**config.mk**
```make
export PLATFORM = sky130hd
export DESIGN_NAME = pkt_sched
export DESIGN_NICKNAME = d
export VERILOG_FILES = /design/src/rtl/pkt_sched_pkg.sv /design/src/rtl/pkt_sched_stat.sv /design/src/rtl/pkt_sched.sv
export SDC_FILE = /design/constraint.sdc
export NUM_CORES = 1
export LEC_CHECK = 0
export BUFFER_PORTS_ARGS = -buffer_cell sky130_fd_sc_hd__buf_2
export CORE_ASPECT_RATIO = 1.75
export CORE_MARGIN = 4
export CORE_UTILIZATION = 38
export DETAILED_ROUTE_END_ITERATION = 16
export PLACE_DENSITY = 0.65
export SYNTH_ARGS = -nofsm -noshare
export SYNTH_HDL_FRONTEND = slang
export SYNTH_SLANG_ARGS = --single-unit
```
**constraint.sdc**
```tcl
create_clock -name clk -period 17.8 [get_ports clk]
set_input_delay 3.56 -clock clk [delete_from_list [all_inputs] [get_ports clk]]
set_output_delay 3.56 -clock clk [all_outputs]
set_load 0.02 [all_outputs]
```
**src/rtl/pkt_sched_pkg.sv**
```systemverilog
// Shared widths, header encodings and FSM state type for the packet-cache
// egress read scheduler.
package pkt_sched_pkg;

    localparam int DATA_W = 134;
    localparam int ID_W   = 8;
    localparam int CNT_W  = 5;

    // Word type lives in the two MSBs of every returned word.
    localparam logic [1:0] HDR_HEAD = 2'b01;
    localparam logic [1:0] HDR_MID  = 2'b11;
    localparam logic [1:0] HDR_TAIL = 2'b10;

    typedef enum logic [1:0] {
        ST_IDLE,
        ST_REQ,
        ST_WAIT,
        ST_XFER
    } state_e;

endpackage

```
**src/rtl/pkt_sched_stat.sv**
```systemverilog
// Sent/dropped packet statistics: two free-running 32-bit counters that
// wrap to zero.
module pkt_sched_stat (
    input  logic        clk,
    input  logic        rst,
    input  logic        valid_wr_i,
    input  logic        valid_i,
    input  logic        timeout_i,
    output logic [31:0] sent_cnt_o,
    output logic [31:0] drop_cnt_o
);

    logic [31:0] sent_q;
    logic [31:0] drop_q;

    // NOTE: sequential state uses non-blocking assignments only, so every
    // flop samples the pre-edge value of its neighbours.
    always_ff @(posedge clk or posedge rst) begin
        if (rst) begin
            sent_q <= '0;
            drop_q <= '0;
        end else begin
            if (valid_wr_i && valid_i) begin
                sent_q <= sent_q + 32'd1;
            end
            if ((valid_wr_i && !valid_i) || timeout_i) begin
                drop_q <= drop_q + 32'd1;
            end
        end
    end

    assign sent_cnt_o = sent_q;
    assign drop_cnt_o = drop_q;

endmodule

```
**src/rtl/pkt_sched.sv**
```systemverilog
// Egress read scheduler: requests one packet at a time from the cache and
// forwards the returned stream downstream through one register stage.
module pkt_sched
    import pkt_sched_pkg::*;
#(
    parameter int TIMEOUT = 64,
    parameter int GAP     = 2
) (
    input  logic              clk,
    input  logic              rst,
    input  logic              en,
    input  logic [ID_W-1:0]   in_pkt_sched_ID,
    input  logic [CNT_W-1:0]  in_pkt_sched_ID_count,
    output logic [ID_W-1:0]   out_pkt_sched_ID,
    output logic              out_pkt_sched_ID_wr,
    input  logic              in_pkt_sched_data_wr,
    input  logic [DATA_W-1:0] in_pkt_sched_data,
    input  logic              in_pkt_sched_valid_wr,
    input  logic              in_pkt_sched_valid,
    input  logic              in_pkt_sched_alf,
    output logic              out_pkt_sched_data_wr,
    output logic [DATA_W-1:0] out_pkt_sched_data,
    output logic              out_pkt_sched_valid_wr,
    output logic              out_pkt_sched_valid,
    output logic [31:0]       out_pkt_sched_sent_cnt,
    output logic [31:0]       out_pkt_sched_drop_cnt,
    output logic              out_pkt_sched_timeout
);

    localparam int TMO_W = (TIMEOUT > 1) ? $clog2(TIMEOUT) : 1;
    localparam int GAP_W = $clog2(GAP + 1);

    state_e            state_q;
    logic [TMO_W-1:0]  tmo_q;
    logic [GAP_W-1:0]  gap_q;
    logic [ID_W-1:0]   id_q;
    logic              id_wr_q;
    logic              timeout_q;
    logic              data_wr_q;
    logic [DATA_W-1:0] data_q;
    logic              valid_wr_q;
    logic              valid_q;

    logic in_pkt;
    logic tmo_evt;

    // Only end-of-packet strobes answering our own request are counted.
    assign in_pkt  = (state_q == ST_WAIT) || (state_q == ST_XFER);
    assign tmo_evt = (state_q == ST_WAIT) && !in_pkt_sched_valid_wr &&
                     !in_pkt_sched_data_wr && (tmo_q == TMO_W'(TIMEOUT - 1));

    always_ff @(posedge clk or posedge rst) begin
        if (rst) begin
            state_q   <= ST_IDLE;
            tmo_q     <= '0;
            gap_q     <= '0;
            id_q      <= '0;
            id_wr_q   <= 1'b0;
            timeout_q <= 1'b0;
        end else begin
            id_wr_q <= 1'b0;
            case (state_q)
                ST_IDLE: begin
                    if (gap_q != '0) begin
                        gap_q <= gap_q - 1'b1;
                    end else if (en && (in_pkt_sched_ID_count != '0) && !in_pkt_sched_alf) begin
                        state_q <= ST_REQ;
                    end
                end
                ST_REQ: begin
                    id_q    <= in_pkt_sched_ID;
                    id_wr_q <= 1'b1;
                    tmo_q   <= '0;
                    state_q <= ST_WAIT;
                end
                ST_WAIT: begin
                    tmo_q <= tmo_q + 1'b1;
                    if (in_pkt_sched_valid_wr) begin
                        state_q <= ST_IDLE;
                        gap_q   <= GAP_W'(GAP);
                    end else if (in_pkt_sched_data_wr) begin
                        state_q <= ST_XFER;
                    end else if (tmo_evt) begin
                        state_q   <= ST_IDLE;
                        gap_q     <= GAP_W'(GAP);
                        timeout_q <= 1'b1;
                    end
                end
                ST_XFER: begin
                    if (in_pkt_sched_valid_wr) begin
                        state_q <= ST_IDLE;
                        gap_q   <= GAP_W'(GAP);
                    end
                end
                default: state_q <= ST_IDLE;
            endcase
        end
    end

    // The forwarding stage is reset too: it drives outputs that must read 0
    // the moment reset is asserted.
    always_ff @(posedge clk or posedge rst) begin
        if (rst) begin
            data_wr_q  <= 1'b0;
            data_q     <= '0;
            valid_wr_q <= 1'b0;
            valid_q    <= 1'b0;
        end else begin
            data_wr_q  <= in_pkt_sched_data_wr;
            valid_wr_q <= in_pkt_sched_valid_wr;
            if (in_pkt_sched_data_wr) begin
                data_q <= in_pkt_sched_data;
            end
            if (in_pkt_sched_valid_wr) begin
                valid_q <= in_pkt_sched_valid;
            end
        end
    end

    pkt_sched_stat u_stat (
        .clk        (clk),
        .rst        (rst),
        .valid_wr_i (in_pkt && in_pkt_sched_valid_wr),
        .valid_i    (in_pkt_sched_valid),
        .timeout_i  (tmo_evt),
        .sent_cnt_o (out_pkt_sched_sent_cnt),
        .drop_cnt_o (out_pkt_sched_drop_cnt)
    );

    assign out_pkt_sched_ID       = id_q;
    assign out_pkt_sched_ID_wr    = id_wr_q;
    assign out_pkt_sched_timeout  = timeout_q;
    assign out_pkt_sched_data_wr  = data_wr_q;
    assign out_pkt_sched_data     = data_q;
    assign out_pkt_sched_valid_wr = valid_wr_q;
    assign out_pkt_sched_valid    = valid_q;

endmodule
```
==> impl_metrics.xml, run 1 <==
<?xml version="1.0" encoding="UTF-8"?>
<metrics>
  <group name="run_status">
    <metric name="run_status" unit="">complete, no violations</metric>
  </group>
  <group name="clock_tree">
    <metric name="cts_inserted_buffers" unit="">22</metric>
    <metric name="postCtsSetupBuffers" unit="">0</metric>
    <metric name="cts_repair_resize_count" unit="">0</metric>
    <metric name="cts.clk_slew.worst_paths" unit="ns">0.06</metric>
    <metric name="worst_skew_pair.late_latency" unit="ns">0.50</metric>
    <metric name="tritoncts" unit="">built</metric>
    <metric name="number_of_clock_sinks" unit="">221</metric>
    <metric name="htreeDepth" unit="">1</metric>
    <metric name="post_cts_hold_buffer_count" unit="">0</metric>
    <metric name="clockBufferDepth" unit="">3</metric>
    <metric name="cts_root_buffer" unit="">sky130_fd_sc_hd__clkbuf_16</metric>
  </group>
  <group name="layout">
    <metric name="final_common_cell" unit="">sky130_fd_sc_hd__buf_2</metric>
    <metric name="final-seq-area" unit="sq um">5530</metric>
    <metric name="multiInputGateArea" unit="sq um">3190</metric>
    <metric name="final_cells" unit="">1316</metric>
    <metric name="diodes" unit="">0</metric>
    <metric name="final_cell_mix" unit="">sky130_fd_sc_hd__buf_2 (363), sky130_fd_sc_hd__dfrtp_1 (221), sky130_fd_sc_hd__mux2_2 (146)</metric>
    <metric name="fill_cells" unit="">2092</metric>
    <metric name="drive_gt1_frac" unit="">0.542</metric>
    <metric name="num-nets-final" unit="">1163</metric>
    <metric name="area.growth.synth_to_final" unit="%">31.9</metric>
  </group>
  <group name="synthesis">
    <metric name="async_reset_ff_frac" unit="">1.00</metric>
    <metric name="postSynthRegisterBits" unit="">221</metric>
    <metric name="ys_warn_count" unit="">0</metric>
    <metric name="post_synth_inst_count" unit="">633</metric>
    <metric name="synth_top_area_cell" unit="">sky130_fd_sc_hd__dfrtp_1</metric>
    <metric name="synth.lib_cells_used.distinct" unit="">37</metric>
    <metric name="synth_area_per_cell" unit="sq um">14.0</metric>
    <metric name="synth-main-ff-cell" unit="">sky130_fd_sc_hd__dfrtp_1</metric>
    <metric name="mappedNetlistArea" unit="sq um">8870</metric>
    <metric name="synth_enable_flop_cells" unit="">0</metric>
    <metric name="mappedNetlistNets" unit="">795</metric>
    <metric name="synth_top_area_frac" unit="">0.623</metric>
    <metric name="synth-seq-area-share" unit="">0.623</metric>
    <metric name="synth.area.top_cells" unit="">sky130_fd_sc_hd__dfrtp_1 (62%), sky130_fd_sc_hd__mux2_2 (19%), sky130_fd_sc_hd__xnor2_1 (4.4%)</metric>
  </group>
  <group name="detailed_routing">
    <metric name="detail_route.vias_per_cell" unit="">4.77</metric>
    <metric name="routed_wire_length_per_instance" unit="microns">16.9</metric>
    <metric name="final_antenna_net_count" unit="">0</metric>
    <metric name="drt_iter0_markers" unit="">222</metric>
    <metric name="dr.pass1.iters" unit="">4</metric>
    <metric name="routed_wirelength" unit="microns">22300</metric>
    <metric name="dr_total_vias" unit="">6279</metric>
    <metric name="post-route-drc-count" unit="">0</metric>
  </group>
  <group name="pwr">
    <metric name="pwr_density_cell" unit="nW/um^2">113</metric>
    <metric name="static-leakage-power" unit="nW">5.76</metric>
    <metric name="design_power_total" unit="mW">1.32</metric>
    <metric name="vdd.ir_drop.worst" unit="uV">78.0</metric>
  </group>
  <group name="min_path">
    <metric name="min_path_type" unit="">reg -&gt; reg</metric>
    <metric name="timing.hold.worst_path_depth" unit="">1</metric>
    <metric name="hold_start" unit="">out_pkt_sched_timeout</metric>
    <metric name="holdPathEnd" unit="">out_pkt_sched_timeout</metric>
  </group>
  <group name="timing">
    <metric name="finClkSkew" unit="ns">0.0135</metric>
    <metric name="slew_violations" unit="">0</metric>
    <metric name="hold_slack" unit="ns">0.470</metric>
    <metric name="tightestPinTransition" unit="ns">1.01</metric>
    <metric name="final.setup.tns" unit="ns">0</metric>
    <metric name="post-route-worst-setup-slack" unit="ns">12.50</metric>
    <metric name="finalCriticalPeriod" unit="ns">5.30</metric>
    <metric name="finalCritPeriodShare" unit="">0.298</metric>
    <metric name="finalSetupViolations" unit="">0</metric>
    <metric name="fmax" unit="MHz">189</metric>
    <metric name="slew-limit-headroom" unit="">0.329</metric>
    <metric name="rsz0062_at_grt" unit="">false</metric>
    <metric name="timing_hold_violations_final" unit="">0</metric>
  </group>
  <group name="setup_path">
    <metric name="ff2ff_path_depth" unit="">7</metric>
    <metric name="timing_worst_setup_path_type" unit="">in -&gt; reg</metric>
    <metric name="worstPathMaxFanout" unit="">61</metric>
    <metric name="worstSetupStartpointType" unit="">input port</metric>
    <metric name="timing.critical_path.buf_inv" unit="">1</metric>
    <metric name="reg2reg_setup_slack" unit="ns">14.82</metric>
    <metric name="critical_path.max_stage_delay" unit="ns">0.76</metric>
    <metric name="cp-end-kind" unit="">flop</metric>
    <metric name="cp_slowest_cell" unit="">sky130_fd_sc_hd__or4_1</metric>
    <metric name="critical_path.reg2reg.endpoint" unit="">u_stat.drop_cnt_o[23]</metric>
    <metric name="critical_path.reg2reg.startpoint" unit="">state_q[0]</metric>
    <metric name="critPathTopFamily" unit="">simple AND/OR/NAND/NOR gates</metric>
    <metric name="worstPathArrival" unit="ns">5.72</metric>
    <metric name="crit_path_cell_trace" unit="">buf_6 &gt; or4_1 &gt; a2111oi_4 &gt; and4_1 &gt; xor2_1</metric>
    <metric name="data_required_time_at_the_worst_endpoint" unit="ns">18.23</metric>
  </group>
  <group name="global_route">
    <metric name="grt_start_max_net_pins" unit="">81</metric>
    <metric name="number_of_global_route_vias_before_repair" unit="">6417</metric>
    <metric name="global_route_wire_length_before_repair" unit="microns">34100</metric>
    <metric name="track_usage" unit="">0.165</metric>
    <metric name="grt_antenna_before_repair" unit="">3</metric>
    <metric name="grt_overflow_total" unit="">0</metric>
  </group>
  <group name="die">
    <metric name="initial_core_util" unit="">0.389</metric>
    <metric name="floorplan.die.height" unit="microns">210</metric>
    <metric name="fp.dieArea" unit="sq um">26000</metric>
    <metric name="design.portCount" unit="">365</metric>
    <metric name="core" unit="sq um">22800</metric>
    <metric name="placementRows" unit="">73</metric>
    <metric name="dieWidth" unit="microns">124</metric>
  </group>
  <group name="placement">
    <metric name="placed_cells_incl_taps" unit="">1277</metric>
    <metric name="dp_hpwl" unit="microns">16900</metric>
    <metric name="gp_congestion" unit="">0.804</metric>
    <metric name="place_worst_setup_slack" unit="ns">11.98</metric>
    <metric name="portBuffers" unit="">364</metric>
  </group>
  <group name="flow_run">
    <metric name="cap_violations" unit="">0</metric>
  </group>
</metrics>
## cells by family (layout without fill, tap and decap cells)
logic type               after synthesis  in the layout  synth area share
AO/OA/AOI/OAI                         23             23            0.0206
XOR/XNOR                              63             63            0.0622
adder cells (fa/ha/maj)                8              8            0.0113
buffers and inverters                 41            424            0.0176
flip-flops                           221            221             0.623
multiplexers                         146            146             0.185
AND/OR/NAND/NOR                      131            131            0.0799
## cell type report
cell class | instances | area share
Inverter | 18 | 0.00641
Timing Repair Buffer | 367 | 0.158
Tap cell | 300 | 0.0321
Sequential cell | 221 | 0.472
Clock inverter | 5 | 0.00267
Multi-Input combinational cell | 371 | 0.272
Clock buffer | 34 | 0.0561
## stage by stage
stage               area, sq um   util
global route              11700  0.513
detailed placement        11000  0.483
global placement          11000  0.483
CTS                       11700  0.513
floorplan                  8870      -
finish                    11700  0.513
## synth_stat cells (all sizes together) (2+ instances only)
master and n:
a2111oi 2, a21oi 8, and2 2, and3 9, and4 7, buf 7, clkbuf 16, dfrtp 221
ha 8, inv 18, mux2 146, nand2 25, nand2b 2, nand3 30, nand4 16, nor2 15
nor2b 2, nor3 8, nor4 3, o21ai 7, or2 2, or3 3, or4 3, xnor2 45
xor2 18
## state kept, by name, summed over array words and instances, names as in the netlist
signal                  flops
out_pkt_sched_ID            8
out_pkt_sched_valid         1
out_pkt_sched_data_wr       1
out_pkt_sched_timeout       1
state_q                     2
out_pkt_sched_data        134
out_pkt_sched_valid_wr      1
u_stat.drop_cnt_o          32
gap_q                       2
u_stat.sent_cnt_o          32
tmo_q                       6
out_pkt_sched_ID_wr         1
## layer usage
metal | GRT usage | routed length [microns] | up-vias
li1 | - | - | 2944
met1 | 0.181 | 7970 | 3052
met2 | 0.305 | 11800 | 232
met3 | 0.0419 | 1740 | 45
met4 | 0.0551 | 664 | 6
met5 | 0 | 47 | -
## power by group
group          total [mW]  switching [mW]  internal [mW]
clock network       0.443           0.189          0.255
registers           0.599          0.0392          0.559
logic               0.282           0.163          0.119
total                1.32           0.391          0.932
## how the worst max path moves through the flow
stage	from	to	slack, ns	cells past startpoint
2_1_floorplan	rst	gap_q[0]	8.19	1
3_3_place_gp	in_pkt_sched_data_wr	u_stat.drop_cnt_o[23]	12.03	5
3_5_place_dp	in_pkt_sched_data_wr	u_stat.drop_cnt_o[23]	11.98	5
4_1_cts	in_pkt_sched_data_wr	u_stat.drop_cnt_o[23]	12.53	5
5_1_grt	in_pkt_sched_data_wr	u_stat.drop_cnt_o[23]	12.36	5
6_report	in_pkt_sched_data_wr	u_stat.drop_cnt_o[23]	12.50	5
Power figures use the tool's default switching activity.
==> run 2, diff against run 1 <==
Clock period 17.8 ns to 4.9 ns, I/O delays scaled along.
==> impl_metrics.xml, run 2 (same netlist as run 1, synthesis figures left out) <==
<?xml version="1.0" encoding="UTF-8"?>
<metrics>
  <group name="run_status">
    <metric name="run_status" unit="">complete, no violations</metric>
  </group>
  <group name="timing">
    <metric name="hold_slack" unit="ns">0.457</metric>
    <metric name="slew-limit-headroom" unit="">0.445</metric>
    <metric name="finalCriticalPeriod" unit="ns">2.99</metric>
    <metric name="tightestPinTransition" unit="ns">0.832</metric>
    <metric name="finalCritPeriodShare" unit="">0.610</metric>
    <metric name="timing_hold_violations_final" unit="">0</metric>
    <metric name="rsz0062_at_grt" unit="">false</metric>
    <metric name="slew_violations" unit="">0</metric>
    <metric name="final.setup.tns" unit="ns">0</metric>
    <metric name="fmax" unit="MHz">335</metric>
    <metric name="finalSetupViolations" unit="">0</metric>
    <metric name="finClkSkew" unit="ns">0.00923</metric>
    <metric name="post-route-worst-setup-slack" unit="ns">1.91</metric>
  </group>
  <group name="pwr">
    <metric name="design_power_total" unit="mW">4.95</metric>
    <metric name="static-leakage-power" unit="nW">5.80</metric>
    <metric name="vdd.ir_drop.worst" unit="uV">342</metric>
    <metric name="pwr_density_cell" unit="nW/um^2">419</metric>
  </group>
  <group name="setup_path">
    <metric name="worstPathMaxFanout" unit="">11</metric>
    <metric name="cp_slowest_cell" unit="">sky130_fd_sc_hd__a2111oi_4</metric>
    <metric name="ff2ff_path_depth" unit="">7</metric>
    <metric name="cp-end-kind" unit="">flop</metric>
    <metric name="crit_path_cell_trace" unit="">inv_1 &gt; ha_1 &gt; nand2b_4 &gt; or4_1 &gt; a2111oi_4 &gt; nand3_1 &gt; xnor2_1</metric>
    <metric name="timing_worst_setup_path_type" unit="">reg -&gt; reg</metric>
    <metric name="worstPathArrival" unit="ns">3.37</metric>
    <metric name="critical_path.reg2reg.startpoint" unit="">state_q[0]</metric>
    <metric name="worstSetupStartpointType" unit="">flop</metric>
    <metric name="critical_path.reg2reg.endpoint" unit="">u_stat.drop_cnt_o[30]</metric>
    <metric name="critical_path.max_stage_delay" unit="ns">0.71</metric>
    <metric name="data_required_time_at_the_worst_endpoint" unit="ns">5.28</metric>
    <metric name="reg2reg_setup_slack" unit="ns">1.91</metric>
  </group>
  <group name="layout">
    <metric name="multiInputGateArea" unit="sq um">3190</metric>
    <metric name="final_core_util" unit="">0.517</metric>
    <metric name="drive_gt1_frac" unit="">0.548</metric>
    <metric name="largest_register_ff_count" unit="">134</metric>
    <metric name="final_cell_mix" unit="">sky130_fd_sc_hd__buf_2 (363), sky130_fd_sc_hd__dfrtp_1 (221), sky130_fd_sc_hd__mux2_2 (146)</metric>
    <metric name="final_common_cell" unit="">sky130_fd_sc_hd__buf_2</metric>
    <metric name="finalInstanceArea" unit="sq um">11800</metric>
    <metric name="final-seq-area" unit="sq um">5530</metric>
    <metric name="area.growth.synth_to_final" unit="%">33.1</metric>
    <metric name="final_cells" unit="">1318</metric>
    <metric name="num-nets-final" unit="">1163</metric>
    <metric name="fill_cells" unit="">2028</metric>
  </group>
  <group name="detailed_routing">
    <metric name="final_antenna_net_count" unit="">0</metric>
    <metric name="drt_iter0_markers" unit="">295</metric>
    <metric name="detail_route.vias_per_cell" unit="">4.77</metric>
    <metric name="post-route-drc-count" unit="">0</metric>
    <metric name="dr_total_vias" unit="">6286</metric>
    <metric name="routed_wirelength" unit="microns">22500</metric>
    <metric name="dr.pass1.iters" unit="">4</metric>
    <metric name="routed_wire_length_per_instance" unit="microns">17.0</metric>
  </group>
  <group name="clock_tree">
    <metric name="cts_root_buffer" unit="">sky130_fd_sc_hd__clkbuf_16</metric>
    <metric name="cts_repair_resize_count" unit="">0</metric>
    <metric name="cts.clk_slew.worst_paths" unit="ns">0.06</metric>
    <metric name="tritoncts" unit="">built</metric>
    <metric name="post_cts_hold_buffer_count" unit="">0</metric>
    <metric name="number_of_clock_sinks" unit="">221</metric>
    <metric name="clockBufferDepth" unit="">3</metric>
    <metric name="cts_inserted_buffers" unit="">22</metric>
    <metric name="postCtsSetupBuffers" unit="">0</metric>
    <metric name="htreeDepth" unit="">1</metric>
    <metric name="worst_skew_pair.late_latency" unit="ns">0.50</metric>
  </group>
  <group name="die">
    <metric name="initial_core_util" unit="">0.389</metric>
    <metric name="placementRows" unit="">73</metric>
    <metric name="design.portCount" unit="">365</metric>
    <metric name="fp.dieArea" unit="sq um">26000</metric>
    <metric name="dieWidth" unit="microns">124</metric>
    <metric name="floorplan.die.height" unit="microns">210</metric>
    <metric name="core" unit="sq um">22800</metric>
  </group>
  <group name="flow_run">
    <metric name="cap_violations" unit="">0</metric>
  </group>
  <group name="min_path">
    <metric name="timing.hold.worst_path_depth" unit="">1</metric>
    <metric name="hold_start" unit="">u_stat.sent_cnt_o[31]</metric>
    <metric name="holdPathEnd" unit="">u_stat.sent_cnt_o[31]</metric>
    <metric name="min_path_type" unit="">reg -&gt; reg</metric>
  </group>
  <group name="placement">
    <metric name="placed_cells_incl_taps" unit="">1277</metric>
    <metric name="postPlaceCellArea" unit="sq um">11000</metric>
    <metric name="gp_congestion" unit="">0.790</metric>
    <metric name="dp_hpwl" unit="microns">17100</metric>
    <metric name="portBuffers" unit="">364</metric>
    <metric name="place_worst_setup_slack" unit="ns">1.71</metric>
  </group>
  <group name="global_route">
    <metric name="grt_antenna_before_repair" unit="">2</metric>
    <metric name="track_usage" unit="">0.167</metric>
    <metric name="number_of_global_route_vias_before_repair" unit="">6553</metric>
    <metric name="grt_start_max_net_pins" unit="">140</metric>
    <metric name="grt_overflow_total" unit="">0</metric>
    <metric name="global_route_wire_length_before_repair" unit="microns">34400</metric>
  </group>
</metrics>
[run 2: cell count changes in the layout (fill, tap and decap cells not counted), sizes merged]
cell,change
diode,+1
clkinvlp,+3
inv,-1
bufinv,+2
clkbuf,-4
clkinv,+1
[run 2: where the power goes]
group / internal, mW / switching [mW]
Combinational: 0.434 / 0.600
Clock: 1.04 / 0.702
Sequential: 2.03 / 0.139
[run 2: how the worst max path moves through the flow]
stage,startpoint,to,slack (ns),depth (start not counted)
floorplan,rst,gap_q[0],1.04,1
global placement,in_pkt_sched_valid_wr,u_stat.drop_cnt_o[26],1.74,6
detailed placement,in_pkt_sched_valid_wr,u_stat.drop_cnt_o[26],1.71,6
CTS,state_q[0],u_stat.drop_cnt_o[30],1.91,7
global route,state_q[0],u_stat.drop_cnt_o[23],1.71,7
finish,state_q[0],u_stat.drop_cnt_o[30],1.91,7
[run 2: layout make-up]
type / instances / share of cell area
repair buffers: 367 / 0.159
inverters: 18 / 0.00604
flip-flops and latches: 221 / 0.468
diodes: 1 / 0.000212
multi-input cells: 371 / 0.270
well taps: 300 / 0.0318
clock buffers: 30 / 0.0552
clock inverters: 10 / 0.00953
[run 2: worst max-delay path: cells and delay by family (launching register included)]
kind / cells / cell delay (ns)
AO/OA/AOI/OAI: 1 / 0.71
AND/OR/NAND/NOR: 3 / 0.99
XOR/XNOR: 1 / 0.16
buffers and inverters: 1 / 0.13
adder cells (fa/ha/maj): 1 / 0.44
flip-flops: 1 / 0.43
[run 2: metal layers]
layer,vias up,track usage,wire length [microns]
li1,2945,-,-
met1,3065,0.182,7950
met2,229,0.311,12200
met3,43,0.0376,1660
met4,4,0.0585,609
met5,-,0,34
